==> src/rtl/reset_sequencer.sv <==
// Power-on / soft reset sequencer: waits for a synchronized PLL lock, holds reset for a
// settling window, then releases peripherals ahead of the core and flags the domain ready.
module reset_sequencer #(
  parameter int SYNC_STAGES     = 2,
  parameter int STABLE_CYCLES   = 16,
  parameter int PERIPH_LEAD     = 4,
  parameter int SOFT_RST_CYCLES = 8
) (
  input  logic clk,
  input  logic rst,
  input  logic pll_lock,
  input  logic sw_reset_req,
  output logic periph_rst,
  output logic core_rst,
  output logic clk_ready,
  output logic lock_lost
);

  localparam int MAX_AB = (STABLE_CYCLES > PERIPH_LEAD) ? STABLE_CYCLES : PERIPH_LEAD;
  localparam int MAX_CYCLES = (MAX_AB > SOFT_RST_CYCLES) ? MAX_AB : SOFT_RST_CYCLES;
  localparam int CW = (MAX_CYCLES > 1) ? $clog2(MAX_CYCLES) : 1;

  localparam logic [CW-1:0] STABLE_LAST = CW'(STABLE_CYCLES - 1);
  localparam logic [CW-1:0] LEAD_LAST   = CW'(PERIPH_LEAD - 1);
  localparam logic [CW-1:0] SOFT_LAST   = CW'(SOFT_RST_CYCLES - 1);

  typedef enum logic [2:0] {
    WAIT_LOCK,
    STABLE,
    PERIPH,
    RUN,
    SOFT
  } state_t;

  logic [SYNC_STAGES-1:0] sync_q;
  logic                   lock_s;
  state_t                 state;
  state_t                 state_nx;
  logic [CW-1:0]          count;
  logic [CW-1:0]          count_nx;
  logic                   from_soft;
  logic                   from_soft_nx;
  logic                   lost_nx;

  always_ff @(posedge clk or posedge rst) begin
    if (rst) begin
      sync_q <= '0;
    end else begin
      sync_q <= {sync_q[SYNC_STAGES-2:0], pll_lock};
    end
  end

  assign lock_s = sync_q[SYNC_STAGES-1];

  // Loss of lock overrides everything; the shared counter is always cleared on a state change.
  always_comb begin
    state_nx     = state;
    count_nx     = count;
    from_soft_nx = from_soft;
    lost_nx      = lock_lost;
    if (!lock_s) begin
      state_nx     = WAIT_LOCK;
      count_nx     = '0;
      from_soft_nx = 1'b0;
      if (state == PERIPH || state == RUN || state == SOFT) begin
        lost_nx = 1'b1;
      end
    end else begin
      case (state)
        WAIT_LOCK: begin
          state_nx = STABLE;
          count_nx = '0;
        end
        STABLE: begin
          if (count == STABLE_LAST) begin
            state_nx     = PERIPH;
            count_nx     = '0;
            from_soft_nx = 1'b0;
          end else begin
            count_nx = count + CW'(1);
          end
        end
        PERIPH: begin
          if (count == LEAD_LAST) begin
            state_nx = RUN;
            count_nx = '0;
          end else begin
            count_nx = count + CW'(1);
          end
        end
        RUN: begin
          count_nx = '0;
          if (sw_reset_req) begin
            state_nx = SOFT;
          end
        end
        SOFT: begin
          if (count == SOFT_LAST) begin
            state_nx     = PERIPH;
            count_nx     = '0;
            from_soft_nx = 1'b1;
          end else begin
            count_nx = count + CW'(1);
          end
        end
        default: begin
          state_nx = WAIT_LOCK;
          count_nx = '0;
        end
      endcase
    end
  end

  // Outputs are decoded from the next state so they switch on the same edge as the state.
  always_ff @(posedge clk or posedge rst) begin
    if (rst) begin
      state      <= WAIT_LOCK;
      count      <= '0;
      from_soft  <= 1'b0;
      periph_rst <= 1'b1;
      core_rst   <= 1'b1;
      clk_ready  <= 1'b0;
      lock_lost  <= 1'b0;
    end else begin
      state      <= state_nx;
      count      <= count_nx;
      from_soft  <= from_soft_nx;
      periph_rst <= (state_nx == WAIT_LOCK) || (state_nx == STABLE) || (state_nx == SOFT);
      core_rst   <= (state_nx != RUN);
      clk_ready  <= (state_nx == RUN) || (state_nx == SOFT) ||
                    ((state_nx == PERIPH) && from_soft_nx);
      lock_lost  <= lost_nx;
    end
  end

endmodule

==> config.mk <==
export PLATFORM = sky130hd
export DESIGN_NAME = reset_sequencer
export DESIGN_NICKNAME = d
export VERILOG_FILES = /design/src/rtl/reset_sequencer.sv
export SDC_FILE = /design/constraint.sdc
export NUM_CORES = 1
export LEC_CHECK = 0
export BUFFER_PORTS_ARGS = -buffer_cell sky130_fd_sc_hd__buf_2
export CAP_MARGIN = 20
export CORE_MARGIN = 2
export CORE_UTILIZATION = 49
export CTS_CLUSTER_SIZE = 16
export DETAILED_ROUTE_END_ITERATION = 12
export PLACE_DENSITY = 0.71
export SKIP_LAST_GASP = 1
export SLEW_MARGIN = 30
export SYNTH_ARGS = -nofsm -noshare
export SYNTH_HDL_FRONTEND = slang
export SYNTH_SLANG_ARGS = --single-unit
==> constraint.sdc <==
create_clock -name clk -period 1.6 [get_ports clk]
set_clock_uncertainty 0.2 [all_clocks]
set_input_delay 0.16 -clock clk [delete_from_list [all_inputs] [get_ports clk]]
set_output_delay 0.16 -clock clk [all_outputs]
set_load 0.05 [all_outputs]
---- Word level (Yosys, flattened, before mapping) ----
Cells that the tools add are included.
storage, ports and cells
  input bits .............................. 4
  register bits ........................... 14
  output and inout bits ................... 4
  word-level logic and storage cells ...... 47
cells by class
  equal/unequal tests ..................... 12
  bitwise logic cells ..................... 1
  reduce and logical (&&, ||, !) cells .... 10
  muxes and demuxes ....................... 15
  add/subtract/negate cells ............... 1
operators with widths
  operator             number
  $mux 4               4
  $mux 3               5
  $pmux 3 s5           1
  $eq 3x2->1 const B   4
  $pmux 4 s3           1
  $eq 3x1->1 const B   2
  $eq 3x3->1 const B   2
  $logic_not 3->1      2
  $logic_or 1x1->1     6
  $add 4x1->4 const B  1
  $eq 4x2->1 const B   1
  $eq 4x3->1 const B   1
  $eq 4x4->1 const B   1
  $mux 1               3
  $ne 3x2->1 const B   1
  $pmux 1 s2           1
  $reduce_and 2->1     1
  $logic_and 1x1->1    1
  $not 1->1            1

---- Longest topological paths before layout ----
  word-level depth ........................ 7
  gate-level depth with buffers ........... 6
  gate-level depth less buffers ........... 6

---- Worst setup path after synthesis ----
OpenSTA, ideal clock, no wires.
  path kind ............................... register -> register
  from .................................... reg count[0]
  to ...................................... reg clk_ready
  buffers on the path ..................... 0
  period minus slack after synthesis ...... 1.624 ns
  path slack .............................. -0.024 ns
  arrival time ............................ 1.300 ns
  setup time .............................. 0.124 ns
  required time ........................... 1.276 ns
  cell stages (with the launch flop) ...... 6
  cells stage by stage .................... dfrtp_1 ha_1 and3b_2 a31oi_1 a2bb2oi_1 o21bai_1
between the ends
  word-level cells in the longest chain between the ends .. 7
  elaborated cells on any way between the ends .. 18
  classes of those cells .................. eq/ne: 6; mux: 9; reduce/logical: 3
ends and longest elaborated chain
  item                                                   line        source
  start, declared                                        39          logic [CW-1:0] count;
  start signal, assigned                                 126         count <= count_nx;
  $eq 4x3->1 (tied with other cells)                     98          if (count == SOFT_LAST) begin
  $mux 3, on equally long branches                       98, 75, 84
  $pmux 3 s5                                             69          case (state)
  $mux 3                                                 61          if (!lock_s) begin
  $eq 3x2->1 (tied with other cells)                     130         clk_ready <= (state_nx == RUN) || (state_nx == SOFT) ||
  $logic_or 1x1->1 or $logic_and 1x1->1 (tied branches)  130, 131
  $logic_or 1x1->1 *                                     130
  end signal, assigned                                   130
  end, declared                                          15          output logic clk_ready,
Every way passes the cells marked *; elsewhere a longest branch is shown, timed or not.
A chain may end at the register's enable or synchronous reset.

---- Worst setup path after layout ----
  from .................................... reg count[1]
  to ...................................... reg clk_ready
The elaborated chain is that of the path after synthesis.

==> run metrics <==
outcome complete, but fails checks; violated checks setup timing; Layout Nets 105; total congestion overflow 0; CTS tree done; Post-DRT Antenna Nets 0; largest net degree at the start of global routing 15; RR Startpoint count[1]; CP Capture Type register; die height 43.2 µm; Startpoint Class register; number of diodes 0; fillers 111; fmax 609 MHz; peak supply drop 0.000428 V; CP endpoint clk_ready; # rows 14; total die area 1870 µm²; Hold Vio Cnt, Final 0; Root Buffer clkbuf_4; Crit Path Max Fanout 3; Worst setup startpoint count[1]; CP required 1.60 ns; Rel. slew slack 66.3%; CTS H-tree depth 1; Via density 5.46; endpoints failing setup 2; Routability Congestion 0.782; Final period util 103%; Total GRT Usage 19.1%; Crit Reg-Reg Endpoint clk_ready; Mapped Cells 76; Initial Util 51.3%; # clock sinks 14; R2R cell count 5; Synthesized Nets 81; worst reg-to-reg setup slack -0.04 ns; unique cell type count in the Yosys netlist 35; Mapped Area 754 µm²; final WL 1570 µm; antenna violations before repair 0; final core occ 66.2%; Seq. cell area 354 µm²; Min-Delay Path Class in2reg; Worst-Margin Slew 0.505 ns; P per Cell Area 616 nW/µm²; Clock transition at path regs 0.08 ns; synthesized area per cell 9.93 µm²; Hold Crit Start sw_reset_req; Setup WS pre-CTS -0.0624 ns; critical path type reg2reg; main area contributors after synthesis dfrtp_1, dfstp_2, xnor2_1; Min Clock Period, post-route 1.64 ns; Max Slew Vio Count 0; first-pass GRT wire length 2600 µm; Area growth, synth to finish 29.2%; Synth Warn # 0; Core ar. 1470 µm²; clock latency on the worst-skew pair 0.27 ns; number of remaining DRC errors 0; IO Pins 8; share of post-route cells with drive strength above 1 38.8%; maxcap violations 0; commonest non-fill, non-tap cell in the layout buf_4; unrepaired setup endpoints after global routing true; most frequent cells in the layout buf_4, dfrtp_1, buf_2; Iteration-0 DRC Markers 9; Die X 43.2 µm; Arr. time, crit path 1.64 ns; hpwl dp 1110 µm; Yosys top cell area share 39.8%; clock tree buffer depth 2; number of port buffers 7; smallest setup slack after layout -0.0408 ns; wire length per cell 13.8 µm; Seq/Total Area, Yosys 46.8%; first-pass iteration count of the detailed router 4; vias 622; area occupied by multi-input gates 388 µm²; leakage 0.000441 µW; cell taking the most area after synthesis dfrtp_1; clock buffer count from CTS 3; vias in the first global route 598; post-synthesis register bit count 14
-- sequential cells by signal, indices dropped and copies added, names as in the netlist --
signal      cells
lock_lost       1
periph_rst      1
core_rst        1
clk_ready       1
count           4
state           3
sync_q          2
from_soft       1
-- Yosys cell counts --
cell,n
or3b_1,1
and3b_1,2
nor3b_1,2
nand3b_1,1
ha_1,1
o21bai_1,2
buf_6,1
nand3_1,3
dfstp_2,2
a2bb2oi_1,1
nand2_1,6
a31oi_1,2
dfrtp_1,12
a21oi_1,1
nor3_1,3
a21boi_1,1
o21ai_1,1
or3_1,1
a22o_1,1
and3b_2,1
o21a_1,1
a31oi_2,1
nor3b_2,1
a31oi_4,1
buf_2,4
a21o_1,1
inv_2,1
o21ai_0,4
or2b_1,1
and3_1,1
nor2b_1,1
nor2_1,5
xnor2_1,3
inv_1,5
xor2_1,1
-- power breakdown --
| group | internal (µW) | total, µW | switching (µW) | leakage [µW] |
|---|---|---|---|---|
| clock network | 87.0 | 185 | 97.6 | 0.0000138 |
| logic | 24.6 | 48.4 | 23.8 | 0.000253 |
| registers | 360 | 368 | 7.65 | 0.000174 |
| total | 472 | 601 | 129 | 0.000441 |
-- per-layer routing --
| metal | routed length [µm] | vias to the layer above | track usage (%) | share of wire (%) |
|---|---|---|---|---|
| li1 | - | 305 | - | - |
| met1 | 730 | 291 | 26.3 | 46 |
| met2 | 723 | 20 | 28.7 | 46 |
| met3 | 66 | 6 | 1.28 | 4.2 |
| met4 | 52 | 0 | 12.7 | 3.3 |
| met5 | 0 | - | 0 | 0 |
-- worst min path at each step --
stage                       to  slack (ns)  depth (start not counted)
global route        periph_rst        0.14                          4
global placement      count[1]       0.007                          2
floorplan            clk_ready       -0.15                          1
finish              periph_rst        0.13                          4
CTS                   state[2]        0.13                          4
detailed placement    count[1]        0.01                          2
-- cells by family (layout without fill, tap and decap cells) --
logic type | Yosys count | in the layout | synth area share [%]
buffers and inverters | 11 | 33 | 7.13
XOR/XNOR | 4 | 4 | 4.64
AO/OA/AOI/OAI | 17 | 17 | 17.4
adder cells (fa/ha/maj) | 1 | 1 | 1.66
flip-flops | 14 | 14 | 46.8
AND/OR/NAND/NOR | 29 | 29 | 22.4
-- timing repair --
| action | in CTS | in global routing |
|---|---|---|
| endpoints found under the setup margin | 2 | 8 |
| pin swaps | 1 | 5 |
| hold buffers | 2 | 0 |
| setup buffers | 1 | 2 |
| endpoints found under the hold margin | 13 | 0 |
| gates resized for setup | 3 | 4 |
-- metrics by stage --
stage	std cells	hold slack (ns)	TNS, ns	total power (µW)	cell area [µm²]
floorplan	76	-0.152	0	395	757
global placement	106	0.00702	-0.0563	410	871
detailed placement	106	0.0119	-0.0717	412	871
CTS	112	0.127	-0.0150	604	938
global route	114	0.143	-0.387	631	975
finish	114	0.133	-0.0614	601	975
-- final cells by class --
cell class	count	area share, %
Timing Repair Buffer	24	17.2
Sequential cell	14	36.3
Inverter	6	2.31
Multi-Input combinational cell	51	39.8
Clock buffer	3	2.31
Tap cell	16	2.05
-- critical path, stage by stage (launching register included) --
cell       delay [ns]
dfrtp_1          0.40
ha_4             0.15
or3b_4           0.38
a31oi_4          0.22
a2bb2oi_2        0.08
o21bai_1         0.14
Power figures use the tool's default switching activity.
